==> src/rtl/mul4x4_seq_ctrl_if.sv <==
// Request-side handshake between a datapath and the sequential 4x4 multiplier controller.
// The master modport is the requester; the slave modport is the controller.
interface mul4x4_seq_ctrl_if;
  logic       start;
  logic [3:0] x;
  logic [3:0] y;
  logic       busy;
  logic       done;
  logic [7:0] product;

  modport master (output start, output x, output y,
                  input busy, input done, input product);
  modport slave  (input start, input x, input y,
                  output busy, output done, output product);
endinterface

==> src/rtl/mul4x4_seq_ctrl.sv <==
// Computes a 4x4 unsigned product by stepping one shared 2x2 multiplier core through
// four digit pairs and shift-accumulating its result into an 8-bit product.
module mul4x4_seq_ctrl #(
  parameter int CORE_LAT = 0
) (
  input  logic                    clk,
  input  logic                    rst,
  mul4x4_seq_ctrl_if.slave        req,
  output logic                    mul_a,
  output logic                    mul_b,
  output logic                    mul_c,
  output logic                    mul_d,
  input  logic [3:0]              mul_f
);

  typedef enum logic [1:0] {
    IDLE = 2'd0,
    CALC = 2'd1,
    DONE = 2'd2
  } state_t;

  state_t     state;
  logic [3:0] xr;
  logic [3:0] yr;
  logic [7:0] acc;
  logic [1:0] k;
  logic [1:0] wait_cnt;
  logic [7:0] term;
  logic [7:0] sum;

  // Step k selects the X digit with k[1] and the Y digit with k[0].
  function automatic logic [3:0] digit_pair(input logic [1:0] step,
                                            input logic [3:0] xv,
                                            input logic [3:0] yv);
    logic [1:0] xd;
    logic [1:0] yd;
    xd = step[1] ? xv[3:2] : xv[1:0];
    yd = step[0] ? yv[3:2] : yv[1:0];
    return {xd, yd};
  endfunction

  always_comb begin
    case (k)
      2'd0:    term = {4'b0000, mul_f};
      2'd3:    term = {mul_f, 4'b0000};
      default: term = {2'b00, mul_f, 2'b00};
    endcase
  end

  assign sum = acc + term;

  // Core inputs are registered one edge ahead so they are stable for the whole step.
  always_ff @(posedge clk) begin
    if (rst) begin
      state       <= IDLE;
      xr          <= 4'd0;
      yr          <= 4'd0;
      acc         <= 8'd0;
      k           <= 2'd0;
      wait_cnt    <= 2'd0;
      req.busy    <= 1'b0;
      req.done    <= 1'b0;
      req.product <= 8'd0;
      {mul_a, mul_b, mul_c, mul_d} <= 4'b0000;
    end else begin
      case (state)
        IDLE: begin
          req.busy <= 1'b0;
          req.done <= 1'b0;
          {mul_a, mul_b, mul_c, mul_d} <= 4'b0000;
          if (req.start) begin
            xr       <= req.x;
            yr       <= req.y;
            acc      <= 8'd0;
            k        <= 2'd0;
            wait_cnt <= 2'd0;
            req.busy <= 1'b1;
            {mul_a, mul_b, mul_c, mul_d} <= digit_pair(2'd0, req.x, req.y);
            state    <= CALC;
          end
        end
        CALC: begin
          if (wait_cnt == 2'(CORE_LAT)) begin
            wait_cnt <= 2'd0;
            acc      <= sum;
            if (k == 2'd3) begin
              req.product <= sum;
              req.done    <= 1'b1;
              {mul_a, mul_b, mul_c, mul_d} <= 4'b0000;
              state       <= DONE;
            end else begin
              k <= k + 2'd1;
              {mul_a, mul_b, mul_c, mul_d} <= digit_pair(k + 2'd1, xr, yr);
            end
          end else begin
            wait_cnt <= wait_cnt + 2'd1;
          end
        end
        DONE: begin
          req.done <= 1'b0;
          req.busy <= 1'b0;
          state    <= IDLE;
        end
        default: state <= IDLE;
      endcase
    end
  end

endmodule

==> src/flat_wrapper.sv <==
// flat-port wrapper written by rule: the top's interface ports become plain ports
module mul4x4_seq_ctrl_flat 
#(
  parameter int CORE_LAT = 0
)
  (clk, rst, mul_a, mul_b, mul_c, mul_d, mul_f, req_start, req_x, req_y, req_busy, req_done, req_product);
  mul4x4_seq_ctrl_if req_i ();
  input  logic clk;
  input  logic rst;
  output logic mul_a;
  output logic mul_b;
  output logic mul_c;
  output logic mul_d;
  input  logic [3:0] mul_f;
  input wire logic [$bits(req_i.start)-1:0] req_start;
  input wire logic [$bits(req_i.x)-1:0] req_x;
  input wire logic [$bits(req_i.y)-1:0] req_y;
  output wire logic [$bits(req_i.busy)-1:0] req_busy;
  output wire logic [$bits(req_i.done)-1:0] req_done;
  output wire logic [$bits(req_i.product)-1:0] req_product;
  assign req_i.start = req_start;
  assign req_i.x = req_x;
  assign req_i.y = req_y;
  assign req_busy = req_i.busy;
  assign req_done = req_i.done;
  assign req_product = req_i.product;
  mul4x4_seq_ctrl #(.CORE_LAT(CORE_LAT)) u_core (.clk(clk), .rst(rst), .req(req_i), .mul_a(mul_a), .mul_b(mul_b), .mul_c(mul_c), .mul_d(mul_d), .mul_f(mul_f));
endmodule
==> config.mk <==
export PLATFORM = sky130hd
export DESIGN_NAME = mul4x4_seq_ctrl_flat
export DESIGN_NICKNAME = d
export VERILOG_FILES = /design/src/rtl/mul4x4_seq_ctrl_if.sv /design/src/rtl/mul4x4_seq_ctrl.sv /design/src/flat_wrapper.sv
export SDC_FILE = /design/constraint.sdc
export NUM_CORES = 1
export LEC_CHECK = 0
export CAP_MARGIN = 5
export CORE_MARGIN = 2
export CORE_UTILIZATION = 50
export CTS_CLUSTER_DIAMETER = 150
export DETAILED_ROUTE_END_ITERATION = 10
export GPL_TIMING_DRIVEN = 0
export PLACE_DENSITY = 0.85
export SLEW_MARGIN = 10
export SYNTH_ARGS = -nofsm -noshare
export SYNTH_HDL_FRONTEND = slang
export SYNTH_SLANG_ARGS = --single-unit
==> constraint.sdc <==
create_clock -name clk -period 4.8 [get_ports clk]
set_input_delay 0.96 -clock clk [delete_from_list [all_inputs] [get_ports clk]]
set_output_delay 0.96 -clock clk [all_outputs]
set_load 0.005 [all_outputs]
==> results of run 1 <==
how the worst max path moves through the flow:
| stage | cells past startpoint | slack, ps | from | to |
|---|---|---|---|---|
| floorplan | 10 | 2220 | u_core.k[0] | u_core.req.product[7] |
| global placement | 8 | 1720 | mul_f[1] | u_core.req.product[7] |
| detailed placement | 9 | 1720 | mul_f[0] | u_core.req.product[6] |
| CTS | 12 | 1840 | u_core.k[0] | u_core.acc[6] |
| global route | 10 | 1600 | u_core.k[0] | u_core.req.product[7] |
| finish | 12 | 1820 | u_core.k[0] | u_core.acc[6] |
registers in the layout (all words and copies together), names as in the netlist:
register and cells:
u_core.mul_a 1, u_core.xr 4, u_core.req.done 1, u_core.mul_c 1, u_core.state 2, u_core.mul_d 1
u_core.acc 8, u_core.wait_cnt 2, u_core.k 2, u_core.req.product 8, u_core.mul_b 1, u_core.req.busy 1
u_core.yr 4
placed cells by master, fill, tap and decap left out, types with 4 or more instances in the layout:
cell | Yosys | final
nand3_1 | 7 | 7
nor2b_1 | 5 | 5
a21oi_1 | 23 | 23
clkdlybuf4s50_1 | 0 | 27
nor2_1 | 18 | 18
mux2_2 | 4 | 4
nor3_1 | 4 | 4
a211oi_1 | 6 | 6
clkbuf_8 | 0 | 6
clkbuf_1 | 7 | 8
inv_1 | 8 | 8
nand2_1 | 39 | 39
dfxtp_1 | 36 | 36
nand3b_1 | 6 | 6
ha_1 | 13 | 13
o211ai_1 | 7 | 7
o21ai_0 | 9 | 9
a32oi_1 | 5 | 5
cell families (layout without fill, tap and decap cells):
group,Yosys count,count (layout),synth area share [%]
and+or+nand+nor,100,100,24.7
buffers and inverters,21,56,4.87
AOI/OAI and AO/OA,67,67,22.3
adders and majority gates,14,14,9.11
xor gates and xnor gates,2,2,0.874
muxes,4,4,2.25
DFF,36,36,36.0
layer usage:
layer	wire [um]	vias to the layer above	share of wire, %	global-route usage, %
met4	38	0	0.84	9.69
met2	2040	56	45	35.4
met5	0	-	0	0
met3	248	4	5.5	4.33
met1	2170	855	48	28.6
li1	-	940	-	-
report_power, final:
part	leakage [nW]	switching (mW)	internal (mW)
clock	0.0445	0.108	0.117
combinational	0.595	0.0659	0.0539
sequential	0.293	0.00711	0.310
total	0.932	0.181	0.481
cell usage after synthesis (2+ instances only):
| cell type | instances |
|---|---|
| dfxtp_1 | 36 |
| nand3b_1 | 6 |
| o21a_1 | 3 |
| a21o_1 | 3 |
| ha_1 | 13 |
| a211oi_1 | 6 |
| buf_2 | 3 |
| inv_1 | 8 |
| o21ai_0 | 9 |
| nor2_1 | 18 |
| mux2_2 | 4 |
| nand3_1 | 7 |
| nor3_1 | 4 |
| nor2b_1 | 5 |
| a22oi_1 | 3 |
| a21oi_2 | 2 |
| buf_4 | 2 |
| or2_2 | 3 |
| or3_1 | 3 |
| clkbuf_1 | 7 |
| a21oi_1 | 23 |
| o211ai_1 | 7 |
| and2_1 | 3 |
| o31ai_1 | 2 |
| nand2_1 | 39 |
| nand4_1 | 2 |
| nor3b_1 | 2 |
| a32oi_1 | 5 |
layout make-up:
| type | count | area, sq um | area share, % |
|---|---|---|---|
| multi-input combinational | 187 | 1190 | 48.8 |
| sequential | 36 | 721 | 29.6 |
| timing repair buffer | 27 | 270 | 11.1 |
| clock buffer | 7 | 86.3 | 3.55 |
| buffer | 13 | 67.6 | 2.78 |
| tap | 50 | 62.6 | 2.57 |
| inverter | 8 | 30.0 | 1.24 |
| clock inverter | 1 | 7.51 | 0.309 |
worst reg2reg max path: stages, from the launching register on:
cell,delay (ps)
dfxtp_1,430
inv_1,100
ha_1,330
clkbuf_1,230
nor2b_1,230
and2_1,160
ha_1,180
inv_1,60
fa_1,410
nor2b_1,240
o31a_1,220
o21a_1,170
o211ai_1,100
==> results.txt, run 1 <==
Slew Limit Fails: 0
CTS Buf Count: 5
Hold Crit Endpoint: u_core.req.busy
number of enable flip-flop cells after synthesis: 0
DRC: 0
CTS Root Cell: clkbuf_8
Seq cells post-synth: 36
ys flop type: dfxtp_1
Reg2Reg Setup Slack: 1820 ps
Crit path arrival time: 3140 ps
global-route usage over all layers: 22.0%
Max Clk Rate: 336 MHz
Placed Cells: 321
post-synthesis sequential area ratio: 36.0%
HP Start: u_core.req.busy
Post-CTS Setup Bufs: 0
Detail Route Antenna Nets: 0
Async SR Flop Fraction: 0%
largest net degree at the start of global routing: 12
pwr/cell area: 272 nW/um^2
DR vias: 1855
WP data required: 4960 ps
final setup fails: 0
Cells after Synth: 244
DR WL/cell: 13.7 um
crit start category: flop
crit share post-route: 62.0%
endpoints failing hold: 0
number of port buffers: 27
CTS tree: yes
Hold Crit Depth: 2
TNS Setup: 0 ps
status: finished clean
GRT overflow: 0
first-pass GRT wire length: 7660 um
Routed WL: 4500 um
Initial DRC Count: 170
Tot Pwr: 662 uW
crit-path leading delay family: adder cells
vias per cell: 5.64
worst r2r path cells: 12
floorplan core area: 3910 sq um
final hold slack: 459 ps
critical setup path kind: flop to flop
total of max-cap violations: 0
NumNets Final: 307
VDD IR max: 0.163 mV
post-synth cell types: 44
Hold WC Path Type: flop to flop
Die X: 67.3 um
diode count: 0
I/O pin count: 29
antenna violations before repair: 0
DP HPWL: 3290 um
RR Endpoint: u_core.acc[6]
clock latency on the worst-skew pair: 280 ps
slowest stage cell, crit path: dfxtp_1
Syn. warnings: 0
clock skew: 1.76 ps
Post-Synthesis Cell Area: 2000 sq um
Post-CTS Hold Buffers: 0
area of the die: 4530 sq um
RSZ-0062 raised after global routing: false
cell taking the most area after synthesis: dfxtp_1
syn nets: 273
post-cts sizing count: 0
Place WS: 1720 ps
Crit Path Max Fanout: 10
Crit. End Element: flop
layout cells sized above 1: 9.32%
clk buf depth: 2
Site Rows: 23
worst setup slack after layout: 1820 ps
CTS sink count: 36
DP Area: 2340 sq um
drt pass-1 iters: 4
fin area: 2430 sq um
Mapped Avg Cell Area: 8.21 sq um
starting density of the core: 51.2%
CP peak stage delay: 430 ps
fillers: 352
Slew @ Worst Pin: 567 ps
post-layout util: 62.1%
Synth area leaders: dfxtp_1 36%, ha_1 8.1%, nand2_1 7.3%, a21oi_1 5.7%, nor2_1 3.4%
Slew HR: 62.2%
Non-Filler Instances: 329
synth-to-layout area growth: 21.3%
htree depth: 2
Die Ht: 67.3 um
Leak Pwr: 0.932 nW
Tmin final: 2980 ps
worst r2r src: u_core.k[0]
cells along the critical path: inv_1 > ha_1 > clkbuf_1 > nor2b_1 > and2_1 > ha_1 > inv_1 > fa_1 > nor2b_1 > o31a_1 > o21a_1 > o211ai_1
vias in the first global route: 1724
Yosys top cell area share: 36.0%
buffers and inverters on the worst path: 3
routability cong.: 0.878
Clk pin slew, worst setup/hold paths: 70 ps
(Power assumes the default switching activity.)
==> inputs of run 2 (changes only) <==
==> constraint.sdc (replaced) <==
create_clock -name clk -period 3.1 [get_ports clk]
set_input_delay 0.62 -clock clk [delete_from_list [all_inputs] [get_ports clk]]
set_output_delay 0.62 -clock clk [all_outputs]
set_load 0.005 [all_outputs]
==> run 2 against run 1 <==
Compared with the run above: setup slack worse by 1600 ps; clock-buffer cell count stayed put; core utilization is 0.26 points higher; largest cell class unchanged; highest routed layer unchanged.
==> results.txt, run 2 (synthesized netlist as in run 1, its figures left out) <==
status: finished clean
Place WS: 173 ps
WP data required: 3300 ps
Reg2Reg Setup Slack: 200 ps
Post-CTS Hold Buffers: 0
VDD IR max: 0.251 mV
biggest regs: u_core.acc (8), u_core.req.product (8)
GR Util met2: 35.4%
DP Area: 2340 sq um
vias in the first global route: 1724
worst r2r src: u_core.k[0]
Slew HR: 61.0%
CTS tree: yes
Hold Crit Endpoint: u_core.req.busy
vias per cell: 5.63
diode count: 0
clock latency on the worst-skew pair: 280 ps
Detail Route Antenna Nets: 0
Die Ht: 67.3 um
Routed WL: 4560 um
floorplan core area: 3910 sq um
routability cong.: 0.878
GRT Max-Usage Layer: met2
HP Start: u_core.req.busy
clk buf depth: 2
Slew Limit Fails: 0
met3 GRT Util: 4.33%
crit-path leading delay family: compound AO/OA/AOI/OAI gates
starting density of the core: 51.2%
CP peak stage delay: 430 ps
post-layout util: 62.4%
total of max-cap violations: 0
area of the die: 4530 sq um
Tot Pwr: 1.03 mW
Tmin final: 2900 ps
first-pass GRT wire length: 7660 um
final hold slack: 460 ps
GR Layer Usage met1: 28.6%
largest net degree at the start of global routing: 12
critical setup path kind: flop to flop
Placed Cells: 321
DP HPWL: 3290 um
CTS sink count: 36
DRC: 0
most frequent cells in the layout: 39 x nand2_1, 36 x dfxtp_1, 27 x clkdlybuf4s50_1
Crit Path Max Fanout: 10
RSZ-0062 raised after global routing: false
Max Clk Rate: 345 MHz
Initial DRC Count: 172
crit share post-route: 93.5%
TNS Setup: 0 ps
GRT overflow: 0
global-route usage over all layers: 22.0%
DR WL/cell: 13.8 um
most common cell after layout, fill and taps aside: nand2_1
synth-to-layout area growth: 21.8%
Clk pin slew, worst setup/hold paths: 70 ps
final setup fails: 0
Slew @ Worst Pin: 585 ps
I/O pin count: 29
worst setup slack after layout: 200 ps
pwr/cell area: 420 nW/um^2
Hold WC Path Type: flop to flop
htree depth: 2
DR vias: 1851
antenna violations before repair: 0
endpoints failing hold: 0
layout cells sized above 1: 10.4%
Crit. End Element: flop
Non-Filler Instances: 329
CP most frequent cell: ha_1
number of port buffers: 27
clock skew: 1.90 ps
fin area: 2440 sq um
drt pass-1 iters: 4
NumNets Final: 307
worst r2r path cells: 10
crit start category: flop
Post-CTS Setup Bufs: 0
Crit path arrival time: 3100 ps
Site Rows: 23
RR Endpoint: u_core.req.product[7]
Leak Pwr: 0.935 nW
Hold Crit Depth: 2
Die X: 67.3 um
slowest stage cell, crit path: dfxtp_1
buffers and inverters on the worst path: 2
cells along the critical path: inv_1 > ha_1 > clkbuf_1 > nor2b_2 > a22o_1 > ha_1 > a21oi_2 > a211oi_2 > or3_1 > a311oi_2
CTS Buf Count: 5
CTS Root Cell: clkbuf_8
-- run 2: cell counts in the layout (fill, tap and decap cells not counted) --
No cell type changed its count.
-- run 2: area by class of cell --
cell class                 count  area, sq um
buffer                        13         67.6
clock buffer                   7         86.3
clock inverter                 1         7.51
fill                         350         1470
inverter                       8         30.0
multi-input combinational    187         1200
sequential                    36          721
tap                           50         62.6
timing repair buffer          27          270
-- run 2: layer usage --
layer  vias to the layer above  wire length [um]
met5                         -                 0
met4                         0                59
met3                         6               220
met2                        51              2070
met1                       857              2210
li1                        937                 -
-- run 2: worst reg2reg max path, stage by stage, from the launching register on --
cell	delay, ps
dfxtp_1	430
inv_1	100
ha_1	320
clkbuf_1	370
nor2b_2	100
a22o_1	220
ha_1	320
a21oi_2	200
a211oi_2	130
or3_1	390
a311oi_2	250
-- run 2: repair_timing --
item,in CTS,in global routing
endpoints found under the hold margin,0,0
gates resized for setup,0,3
setup endpoints to repair,0,3
-- run 2: power breakdown --
group	internal, mW	switching [mW]	total (mW)
Clock	0.181	0.166	0.346
Sequential	0.480	0.0108	0.491
Combinational	0.0845	0.103	0.188
-- run 2: worst max-delay path by stage --
stage | start | end | slack (ps) | cells past startpoint
floorplan | u_core.k[0] | u_core.req.product[7] | 520 | 10
global placement | u_core.k[0] | u_core.acc[6] | 210 | 12
detailed placement | u_core.k[0] | u_core.req.product[6] | 170 | 12
CTS | u_core.k[0] | u_core.acc[6] | 140 | 12
global route | u_core.k[0] | u_core.req.product[7] | 30 | 10
finish | u_core.k[0] | u_core.req.product[7] | 200 | 10
==> inputs of run 3 (changes only) <==
--- a/config.mk
+++ b/config.mk
@@ -6,11 +6,11 @@
 export NUM_CORES = 1
 export LEC_CHECK = 0
 export CAP_MARGIN = 5
-export CORE_MARGIN = 2
 export CORE_UTILIZATION = 50
 export CTS_CLUSTER_DIAMETER = 150
 export DETAILED_ROUTE_END_ITERATION = 10
 export GPL_TIMING_DRIVEN = 0
+export HOLD_SLACK_MARGIN = 0.15
 export PLACE_DENSITY = 0.85
 export SLEW_MARGIN = 10
 export SYNTH_ARGS = -nofsm -noshare
==> run 3 against run 2 <==
Compared with the run above: setup slack gained 46 ps; total power grew 7.3%; flip-flop and latch count unchanged; combinational power about the same; first-iteration DRC count down 31%; register-to-register slack better by 50 ps; clock power rose by 21%; clock-buffer cell count is 2 lower; core utilization rose by 3.1 points.
==> results.txt, run 3 (synthesized netlist as in run 1, its figures left out) <==
CTS Root Cell: clkbuf_8
Slew @ Worst Pin: 618 ps
antenna violations before repair: 0
post-layout util: 65.4%
most common cell after layout, fill and taps aside: nand2_1
CTS sink count: 36
GRT overflow: 0
Slew HR: 58.8%
VDD IR max: 0.376 mV
starting density of the core: 53.5%
routability cong.: 0.879
crit share post-route: 92.0%
Psw: 298 uW
most frequent cells in the layout: 39 x nand2_1, 36 x dfxtp_1, 27 x clkdlybuf4s50_1
DR WL/cell: 14.3 um
vias per cell: 5.76
combinational power share: 17.3%
sequential share of power: 44.6%
status: finished clean
vias in the first global route: 1793
Tmin final: 2850 ps
Die Ht: 65.3 um
GRT Max-Usage Layer: met2
Hold WC Path Type: flop to flop
GR Layer Usage met1: 32.0%
clock skew: 9.74 ps
synth-to-layout area growth: 22.2%
Die X: 65.3 um
biggest regs: u_core.acc (8), u_core.req.product (8)
Switching Share: 27.1%
total of max-cap violations: 0
met3 GRT Util: 7.29%
floorplan core area: 3740 sq um
DRC: 0
final setup fails: 0
Slew Limit Fails: 0
largest net degree at the start of global routing: 13
Leak Pwr: 0.943 nW
drt pass-1 iters: 4
crit start category: flop
DR vias: 1877
Crit path arrival time: 3030 ps
clk buf depth: 2
clock latency on the worst-skew pair: 300 ps
Routed WL: 4670 um
I/O pin count: 29
area of the die: 4270 sq um
htree depth: 2
endpoints failing hold: 0
Clk pin slew, worst setup/hold paths: 80 ps
WP data required: 3280 ps
Site Rows: 22
fillers: 322
Initial DRC Count: 118
CTS Buf Count: 5
critical setup path kind: flop to flop
NumNets Final: 306
TNS Setup: 0 ps
Crit. End Element: flop
Post-CTS Hold Buffers: 0
Max Clk Rate: 350 MHz
Tot Pwr: 1.10 mW
number of port buffers: 27
GR Util met2: 38.8%
CTS tree: yes
fin area: 2450 sq um
DP Area: 2330 sq um
Detail Route Antenna Nets: 0
clock share of power: 38.1%
first-pass GRT wire length: 8070 um
Pint: 803 uW
DP HPWL: 3340 um
diode count: 0
global-route usage over all layers: 24.7%
RSZ-0062 raised after global routing: false
Crit Path Max Fanout: 11
layout cells sized above 1: 10.4%
pwr/cell area: 449 nW/um^2
run 3: changes by cell type in the layout (fill, tap and decap cells not counted):
cell / delta
clkinv_2: +1
nor2b_1: +1
nor2b_2: -1
clkbuf_8: -1
clkbuf_1: -2
bufinv_16: +1
run 3: metal layers:
metal / vias to the layer above / part of all wire [%]
li1: 938 / -
met1: 878 / 47
met2: 55 / 46
met4: 0 / 1.1
met5: - / 0
met3: 6 / 6.0
run 3: per-stage QoR:
stage | worst slack, ps | hold slack, ps | cells
floorplan | 521 | 433 | 244
detailed placement | 160 | 449 | 319
global placement | 172 | 440 | 319
finish | 246 | 459 | 326
global route | 92.4 | 473 | 326
CTS | 99.1 | 459 | 327
run 3: repair_timing:
item,CTS,global route
buffers inserted,0,0
resized for setup,0,2
endpoints found under the setup margin,0,3
run 3: path summary, 6_finish.rpt:
| kind | endpoint | slack, ps | cells after the start | from |
|---|---|---|---|---|
| setup / recovery | u_core.req.product[6] | 250 | 11 | u_core.k[0] |
| hold / removal | u_core.xr[0] | 460 | 2 | u_core.xr[0] |
| setup reg to reg | u_core.req.product[6] | 250 | 11 | u_core.k[0] |
| hold reg to reg | u_core.xr[0] | 460 | 2 | u_core.xr[0] |
run 3: power groups by stage:
stage	Clock [mW]	Combinational [mW]	Sequential, mW
finish	0.419	0.190	0.491
global route	0.445	0.208	0.493
CTS	0.420	0.187	0.491
detailed placement	0	0.183	0.502
global placement	0	0.180	0.501
floorplan	0	0.125	0.499
run 3: worst max-delay path, stage by stage (launching register included):
cell and delay, ps:
dfxtp_1 440, inv_1 110, ha_1 450, nor2b_2 210, and2_1 160, ha_1 200
inv_1 60, fa_1 410, nor2b_1 210, o31a_1 220, o21a_1 170, o211ai_1 90
run 3: layout make-up:
type                    count  area, sq um  share of cell area [%]
plain buffers              12         63.8                    2.60
clock buffers               5         68.8                    2.81
clock inverters             3         42.5                    1.74
inverters                   8         30.0                    1.23
multi-input cells         187         1190                    48.7
flip-flops and latches     36          721                    29.4
well taps                  48         60.1                    2.45
repair buffers             27          270                    11.0
